File: config.mk
export PLATFORM = sky130hd
export DESIGN_NAME = thresh_update_sched_flat
export DESIGN_NICKNAME = d
export VERILOG_FILES = /design/src/rtl/thresh_update_sched_if.sv /design/src/rtl/thresh_update_sched.sv /design/src/flat_wrapper.sv
export SDC_FILE = /design/constraint.sdc
export NUM_CORES = 1
export LEC_CHECK = 0
export ABC_AREA = 1
export CAP_MARGIN = 10
export CORE_AREA = 2 2 84 86
export CTS_BUF_LIST = sky130_fd_sc_hd__clkbuf_8
export DETAILED_ROUTE_END_ITERATION = 8
export DIE_AREA = 0 0 86 88
export MAX_ROUTING_LAYER = met4
export PLACE_DENSITY_LB_ADDON = 0.05
export SLEW_MARGIN = 20
export SYNTH_ARGS = -nofsm -noshare
export SYNTH_HDL_FRONTEND = slang
export SYNTH_SLANG_ARGS = --single-unit
File: constraint.sdc
create_clock -name wb_clk_i -period 2.1 [get_ports wb_clk_i]
set_input_delay 0.21 -clock wb_clk_i [delete_from_list [all_inputs] [get_ports wb_clk_i]]
set_output_delay 0.21 -clock wb_clk_i [all_outputs]
set_load 0.02 [all_outputs]
File: src/rtl/thresh_update_sched_if.sv
// rtl/thresh_update_sched_if.sv - entry stream and WISHBONE master bundle for thresh_update_sched
// master is the scheduler side; slave is the servo/threshold-slave side.
interface thresh_update_sched_if;
  logic        s_valid_i;
  logic        s_ready_o;
  logic [5:0]  s_beam_i;
  logic        s_sub_i;
  logic [17:0] s_thresh_i;
  logic        s_last_i;

  logic        wb_cyc_o;
  logic        wb_stb_o;
  logic        wb_we_o;
  logic [11:0] wb_adr_o;
  logic [31:0] wb_dat_o;
  logic [3:0]  wb_sel_o;
  logic        wb_ack_i;
  logic [31:0] wb_dat_i;

  modport master (
    input  s_valid_i, s_beam_i, s_sub_i, s_thresh_i, s_last_i,
    output s_ready_o,
    output wb_cyc_o, wb_stb_o, wb_we_o, wb_adr_o, wb_dat_o, wb_sel_o,
    input  wb_ack_i, wb_dat_i
  );

  modport slave (
    output s_valid_i, s_beam_i, s_sub_i, s_thresh_i, s_last_i,
    input  s_ready_o,
    input  wb_cyc_o, wb_stb_o, wb_we_o, wb_adr_o, wb_dat_o, wb_sel_o,
    output wb_ack_i, wb_dat_i
  );
endinterface

File: src/rtl/thresh_update_sched.sv
// rtl/thresh_update_sched.sv - WISHBONE master that writes per-beam thresholds, requests an update and polls it
// A poll timeout runs a reset/release recovery on the control register and raises a sticky flag.
module thresh_update_sched #(
  parameter int unsigned NBEAMS       = 46,
  parameter int unsigned POLL_GAP     = 16,
  parameter int unsigned POLL_TIMEOUT = 1024
) (
  input  logic wb_clk_i,
  input  logic rst_n_i,
  input  logic enable_i,
  input  logic err_clr_i,
  output logic busy_o,
  output logic update_done_o,
  output logic timeout_o,
  output logic bad_beam_o,
  thresh_update_sched_if.master bus
);

  localparam int PW = $clog2(POLL_TIMEOUT + 1);
  localparam int GW = $clog2(POLL_GAP + 1);
  localparam logic [PW-1:0] L_TIMEOUT  = PW'(POLL_TIMEOUT);
  localparam logic [GW-1:0] L_GAP_LAST = GW'(POLL_GAP - 1);
  localparam logic [11:0]   A_SUB      = 12'h400;
  localparam logic [11:0]   A_CTRL     = 12'h800;

  typedef enum logic [2:0] {
    S_IDLE,
    S_WRITE,
    S_CMD_UPDATE,
    S_POLL_WAIT,
    S_POLL_READ,
    S_RECOVER_ASSERT,
    S_RECOVER_RELEASE,
    S_DONE
  } state_t;

  state_t r_state;
  state_t w_next;

  logic [5:0]    r_beam;
  logic          r_sub;
  logic [17:0]   r_val;
  logic          r_last;
  logic [GW-1:0] r_gap_cnt;
  logic [PW-1:0] r_poll_cnt;
  logic          r_bus_gap;
  logic          r_timeout;
  logic          r_bad_beam;

  logic          w_ready;
  logic          w_accept;
  logic          w_beam_ok;
  logic          w_bus;
  logic          w_cyc;
  logic          w_ack;
  logic          w_pending;
  logic          w_poll_expire;
  logic          w_we;
  logic [11:0]   w_adr;
  logic [31:0]   w_dat;
  logic          w_unused_dat;

  assign w_ready       = (r_state == S_IDLE) & enable_i;
  assign w_accept      = w_ready & bus.s_valid_i;
  assign w_beam_ok     = ({26'd0, bus.s_beam_i} < NBEAMS);
  assign w_bus         = r_state inside {S_WRITE, S_CMD_UPDATE, S_POLL_READ,
                                         S_RECOVER_ASSERT, S_RECOVER_RELEASE};
  // r_bus_gap holds the bus idle for one clock after every ack, so chained accesses never touch.
  assign w_cyc         = w_bus & ~r_bus_gap;
  assign w_ack         = w_cyc & bus.wb_ack_i;
  assign w_pending     = bus.wb_dat_i[1];
  assign w_poll_expire = ((r_poll_cnt + PW'(1)) == L_TIMEOUT);
  assign w_unused_dat  = ^{bus.wb_dat_i[31:2], bus.wb_dat_i[0]};

  always_ff @(posedge wb_clk_i or negedge rst_n_i) begin
    if (!rst_n_i) begin
      r_state <= S_IDLE;
    end else begin
      r_state <= w_next;
    end
  end

  always_comb begin
    w_next = r_state;
    w_we   = 1'b0;
    w_adr  = 12'h000;
    w_dat  = 32'h0;
    case (r_state)
      S_IDLE: begin
        if (w_accept) begin
          if (w_beam_ok)          w_next = S_WRITE;
          else if (bus.s_last_i)  w_next = S_CMD_UPDATE;
        end
      end
      S_WRITE: begin
        w_we  = 1'b1;
        w_adr = (r_sub ? A_SUB : 12'h000) | {4'd0, r_beam, 2'b00};
        w_dat = {14'd0, r_val};
        if (w_ack) w_next = r_last ? S_CMD_UPDATE : S_IDLE;
      end
      S_CMD_UPDATE: begin
        w_we  = 1'b1;
        w_adr = A_CTRL;
        w_dat = 32'h2;
        if (w_ack) w_next = S_POLL_WAIT;
      end
      S_POLL_WAIT: begin
        if (r_gap_cnt == L_GAP_LAST) w_next = S_POLL_READ;
      end
      S_POLL_READ: begin
        w_adr = A_CTRL;
        if (w_ack) begin
          if (!w_pending)         w_next = S_DONE;
          else if (w_poll_expire) w_next = S_RECOVER_ASSERT;
          else                    w_next = S_POLL_WAIT;
        end
      end
      S_RECOVER_ASSERT: begin
        w_we  = 1'b1;
        w_adr = A_CTRL;
        w_dat = 32'h1;
        if (w_ack) w_next = S_RECOVER_RELEASE;
      end
      S_RECOVER_RELEASE: begin
        w_we  = 1'b1;
        w_adr = A_CTRL;
        w_dat = 32'h0;
        if (w_ack) w_next = S_IDLE;
      end
      S_DONE: begin
        w_next = S_IDLE;
      end
      default: begin
        w_next = S_IDLE;
      end
    endcase
  end

  always_ff @(posedge wb_clk_i or negedge rst_n_i) begin
    if (!rst_n_i) begin
      r_beam     <= 6'd0;
      r_sub      <= 1'b0;
      r_val      <= 18'd0;
      r_last     <= 1'b0;
      r_gap_cnt  <= '0;
      r_poll_cnt <= '0;
      r_bus_gap  <= 1'b0;
      r_timeout  <= 1'b0;
      r_bad_beam <= 1'b0;
    end else begin
      r_bus_gap <= w_ack;

      if (w_accept) begin
        r_beam <= bus.s_beam_i;
        r_sub  <= bus.s_sub_i;
        r_val  <= bus.s_thresh_i;
        r_last <= bus.s_last_i;
      end

      if (r_state == S_POLL_WAIT) r_gap_cnt <= r_gap_cnt + GW'(1);
      else                        r_gap_cnt <= '0;

      if ((r_state == S_CMD_UPDATE) && w_ack) begin
        r_poll_cnt <= '0;
      end else if ((r_state == S_POLL_READ) && w_ack && w_pending &&
                   (r_poll_cnt != L_TIMEOUT)) begin
        r_poll_cnt <= r_poll_cnt + PW'(1);
      end

      // Clear wins over a set landing on the same edge.
      if (err_clr_i)                                    r_bad_beam <= 1'b0;
      else if (w_accept && !w_beam_ok)                  r_bad_beam <= 1'b1;

      if (err_clr_i)                                    r_timeout <= 1'b0;
      else if ((r_state == S_RECOVER_RELEASE) && w_ack) r_timeout <= 1'b1;
    end
  end

  assign bus.s_ready_o = w_ready;
  assign bus.wb_cyc_o  = w_cyc;
  assign bus.wb_stb_o  = w_cyc;
  assign bus.wb_we_o   = w_cyc & w_we;
  assign bus.wb_adr_o  = w_cyc ? w_adr : 12'h000;
  assign bus.wb_dat_o  = w_cyc ? w_dat : 32'h0;
  assign bus.wb_sel_o  = w_cyc ? 4'hF : 4'h0;

  assign busy_o        = (r_state != S_IDLE);
  assign update_done_o = (r_state == S_DONE);
  assign timeout_o     = r_timeout;
  assign bad_beam_o    = r_bad_beam;

endmodule

File: src/flat_wrapper.sv
// flat-port wrapper written by rule: the top's interface ports become plain ports
module thresh_update_sched_flat 
#(
  parameter int unsigned NBEAMS       = 46,
  parameter int unsigned POLL_GAP     = 16,
  parameter int unsigned POLL_TIMEOUT = 1024
)
  (wb_clk_i, rst_n_i, enable_i, err_clr_i, busy_o, update_done_o, timeout_o, bad_beam_o, bus_s_valid_i, bus_s_beam_i, bus_s_sub_i, bus_s_thresh_i, bus_s_last_i, bus_s_ready_o, bus_wb_cyc_o, bus_wb_stb_o, bus_wb_we_o, bus_wb_adr_o, bus_wb_dat_o, bus_wb_sel_o, bus_wb_ack_i, bus_wb_dat_i);
  thresh_update_sched_if bus_i ();
  input  logic wb_clk_i;
  input  logic rst_n_i;
  input  logic enable_i;
  input  logic err_clr_i;
  output logic busy_o;
  output logic update_done_o;
  output logic timeout_o;
  output logic bad_beam_o;
  input wire logic [$bits(bus_i.s_valid_i)-1:0] bus_s_valid_i;
  input wire logic [$bits(bus_i.s_beam_i)-1:0] bus_s_beam_i;
  input wire logic [$bits(bus_i.s_sub_i)-1:0] bus_s_sub_i;
  input wire logic [$bits(bus_i.s_thresh_i)-1:0] bus_s_thresh_i;
  input wire logic [$bits(bus_i.s_last_i)-1:0] bus_s_last_i;
  output wire logic [$bits(bus_i.s_ready_o)-1:0] bus_s_ready_o;
  output wire logic [$bits(bus_i.wb_cyc_o)-1:0] bus_wb_cyc_o;
  output wire logic [$bits(bus_i.wb_stb_o)-1:0] bus_wb_stb_o;
  output wire logic [$bits(bus_i.wb_we_o)-1:0] bus_wb_we_o;
  output wire logic [$bits(bus_i.wb_adr_o)-1:0] bus_wb_adr_o;
  output wire logic [$bits(bus_i.wb_dat_o)-1:0] bus_wb_dat_o;
  output wire logic [$bits(bus_i.wb_sel_o)-1:0] bus_wb_sel_o;
  input wire logic [$bits(bus_i.wb_ack_i)-1:0] bus_wb_ack_i;
  input wire logic [$bits(bus_i.wb_dat_i)-1:0] bus_wb_dat_i;
  assign bus_i.s_valid_i = bus_s_valid_i;
  assign bus_i.s_beam_i = bus_s_beam_i;
  assign bus_i.s_sub_i = bus_s_sub_i;
  assign bus_i.s_thresh_i = bus_s_thresh_i;
  assign bus_i.s_last_i = bus_s_last_i;
  assign bus_s_ready_o = bus_i.s_ready_o;
  assign bus_wb_cyc_o = bus_i.wb_cyc_o;
  assign bus_wb_stb_o = bus_i.wb_stb_o;
  assign bus_wb_we_o = bus_i.wb_we_o;
  assign bus_wb_adr_o = bus_i.wb_adr_o;
  assign bus_wb_dat_o = bus_i.wb_dat_o;
  assign bus_wb_sel_o = bus_i.wb_sel_o;
  assign bus_i.wb_ack_i = bus_wb_ack_i;
  assign bus_i.wb_dat_i = bus_wb_dat_i;
  thresh_update_sched #(.NBEAMS(NBEAMS), .POLL_GAP(POLL_GAP), .POLL_TIMEOUT(POLL_TIMEOUT)) u_core (.wb_clk_i(wb_clk_i), .rst_n_i(rst_n_i), .enable_i(enable_i), .err_clr_i(err_clr_i), .busy_o(busy_o), .update_done_o(update_done_o), .timeout_o(timeout_o), .bad_beam_o(bad_beam_o), .bus(bus_i));
endmodule
==> results_dict.tcl <==
set metrics [dict create \
    finalWorstPathRequiredPeriod_ns 2.10 \
    fin_nets 545 \
    top_level_ports 120 \
    globalRouteTotalUtil_pct 20.2 \
    flow.area_growth_from_synthesis_pct 39.4 \
    ant_nets 0 \
    post_dp_cell_area_um2 3690 \
    cts-buffers-inserted 5 \
    leakagePower_nw 2.16 \
    post_dp_hpwl_um 4870 \
    slew_headroom_pct 58.3 \
    die_height_um 88 \
    die_width_um 86 \
    fmax_ghz 0.476 \
    worst_clock_skew_ns 0.0142 \
    cts.hold.buffers_added 0 \
    die-area_um2 7570 \
    fin_tns_setup_ns 0 \
    setup_viol 0 \
    grt_max_degree 49 \
    share_of_synthesized_area_occupied_by_flip_flops_and_latches_pct 42.0 \
    grt_pass1_wl_um 11600 \
    rsz_0062_raised_after_global_routing "true" \
    timing.critical_path.arrival_ns 1.89 \
    crit_fanout 6 \
    status "finished with violations" \
    cp_slowest_cell "dfrtp_1" \
    routed_wire_length_per_instance_um 12.6 \
    detailed_router_s_first_iteration_violation_count 125 \
    worst_ep_required_time_ns 1.89 \
    placementRows 30 \
    max-clock-path-buffers 2 \
    synth.top_cells.by_area "dfrtp_1, nand2_1, inv_1" \
    postSynthCellCount 384 \
    clock_sink_count 48 \
    finalMaxSlewViolations 0 \
    synth_area_um2 2860 \
    drt_pre_antenna_iters 4 \
    cts_tree "done" \
    yosysTopAreaCell "dfrtp_1" \
    drt_drc_violations_left 0 \
    finalPower_mw 5.96 \
    port-buffer-count 70 \
    ys_ff_latch 48 \
    path_common_cell "buf_12" \
    clk-insertion-delay-late_ns 0.31 \
    cts.clk_slew.worst_paths_ns 0.10 \
    worst_ir_drop_vdd_v 0.000813 \
    setup.worst_path.class "flop to output port" \
    routed_via_density 4.68 \
    powerDensity_nw_per_um2 1490 \
    critPathTopFamily "buffers and inverters" \
    violations "hold timing" \
    grt_overflow_total 0 \
    fin_worst_hold_slack_ns -0.0271 \
    timing_worst_slew_pin_value_ns 0.625 \
    final_core_utilization_pct 60.0 \
    yosys.cell_types.count 30 \
    stdcell_area_um2 3990 \
    post_synth.cell_area_avg_um2 7.45 \
    num_vias 2594 \
    critical_path_buf_inv_count 6 \
    place.gp.congestion 0.886 \
    number_of_global_route_vias_before_repair 2480 \
    drt-total-wl_um 7010 \
    clock-root-buffer "clkbuf_8" \
    max_stage_delay_ns 0.39 \
    core_region_area_um2 6640 \
    path_cells "buf_4 -> ha_2 -> nor2_4 -> nand2_4 -> inv_4 -> nor2_8 -> buf_12 -> buf_16 -> buf_12 -> buf_2" \
    worst_setup_path_end_kind "output port" \
    timing.final.crit_share_pct 100 \
    timing.critical_path.from_type "flop" \
    synth_top_area_share_pct 42.0 \
    layout-drive-gt1-share_pct 25.3 \
    max_cap_violations 0 \
    antenna_cells_inserted 0 \
    floorplan.initialDensity_pct 43.1 \
    synthesis.yosys.warnings 0 \
    ctsHtreeMaxLevel 2 \
    timing.hold.worst.class "primary input to async pin" \
    antenna_found_initial 0 \
    report.final.hold_viol_count 7 \
]
[cell usage after synthesis, drive strengths merged]
master  count
o22ai       6
nor2       30
xnor2       1
buf        28
clkbuf      6
a21oi      13
or2         1
inv        60
nand4       3
ha          8
o21ai      12
dfrtp      48
nor3        4
nand3      35
nand2     124
conb        1
a211oi      2
clkinv      1
o211ai      1
[sequential cells by signal, indices dropped and copies added (netlist names)]
signal and count:
u_core.r_poll_cnt 11, u_core.bad_beam_o 1, u_core.r_sub 1, u_core.timeout_o 1
u_core.r_gap_cnt 5, u_core.r_last 1, u_core.r_beam 6, u_core.r_bus_gap 1
u_core.r_val 18, u_core.r_state 3
[stage by stage]
| step | cells | setup WS, ns |
|---|---|---|
| global route | 554 | -0.0774 |
| detailed placement | 540 | -0.234 |
| finish | 554 | 0.000539 |
| CTS | 555 | -0.0212 |
| floorplan | 401 | 0.219 |
| global placement | 540 | -0.170 |
[layer usage]
| layer | GRT usage [%] | vias to the layer above | routed length, µm |
|---|---|---|---|
| li1 | - | 1320 | - |
| met1 | 26.1 | 1188 | 3190 |
| met2 | 32.2 | 77 | 3340 |
| met3 | 4.24 | 9 | 367 |
| met4 | 5.92 | 0 | 104 |
| met5 | - | - | 0 |
[final timing paths]
kind	from	end	slack [ns]	cells after the start
worst max-delay path	u_core.r_state[1]	bus_wb_sel_o[0]	0.0005	10
worst max register to register	u_core.r_state[0]	u_core.r_poll_cnt[3]	0.11	13
worst min-delay path	rst_n_i	u_core.r_poll_cnt[5]	-0.03	2
max in group asynchronous	rst_n_i	u_core.r_val[5]	1.68	2
min in group wb_clk_i	bus_s_thresh_i[14]	u_core.r_val[14]	0.42	3
worst min register to register	u_core.r_gap_cnt[0]	u_core.r_gap_cnt[0]	0.46	1
[what timing repair did]
action / CTS / global route
setup buffers: 5 / 0
resized for setup: 139 / 69
gates cloned: 2 / 0
pin swaps: 1 / 3
endpoints found under the setup margin: 45 / 49
[kinds of logic (layout without fill, tap and decap cells)]
family / count (synthesis) / count (layout) / share of synthesized area [%]
AND/OR/NAND/NOR: 197 / 197 / 29.9
adder cells (fa/ha/maj): 8 / 8 / 3.50
XOR/XNOR: 1 / 1 / 0.306
flip-flops: 48 / 48 / 42.0
buffers and inverters: 95 / 168 / 16.4
other: 1 / 18 / 0.131
AO/OA/AOI/OAI: 34 / 34 / 7.79
[layout by cell type (no fill, tap or decap), drive strengths merged]
master	instances
conb	18
nor2	30
dlygate4sd2	1
inv	62
dlygate4sd1	1
or2	1
nand2	124
nor3	4
nand4	3
xnor2	1
o21ai	12
o211ai	1
a21oi	13
dlymetal6s2s	1
o22ai	6
ha	8
nand3	35
bufinv	2
dfrtp	48
clkdlybuf4s50	34
a211oi	2
buf	62
clkbuf	5
[area by class of cell]
| cell class | instances | area [µm²] |
|---|---|---|
| flip-flops and latches | 48 | 1200 |
| multi-input cells | 258 | 1370 |
| clock inverters | 3 | 68.8 |
| clock buffers | 5 | 68.8 |
| fillers | 605 | 2660 |
| repair buffers | 99 | 941 |
| well taps | 80 | 100 |
| inverters | 61 | 234 |
[power by group]
group | switching (mW) | leakage, nW | internal [mW] | total (mW)
combinational | 1.94 | 1.48 | 1.58 | 3.52
clock | 0.343 | 0.0687 | 0.480 | 0.822
sequential | 0.312 | 0.612 | 1.31 | 1.62
No activity file was read; power rests on OpenSTA's default activity.
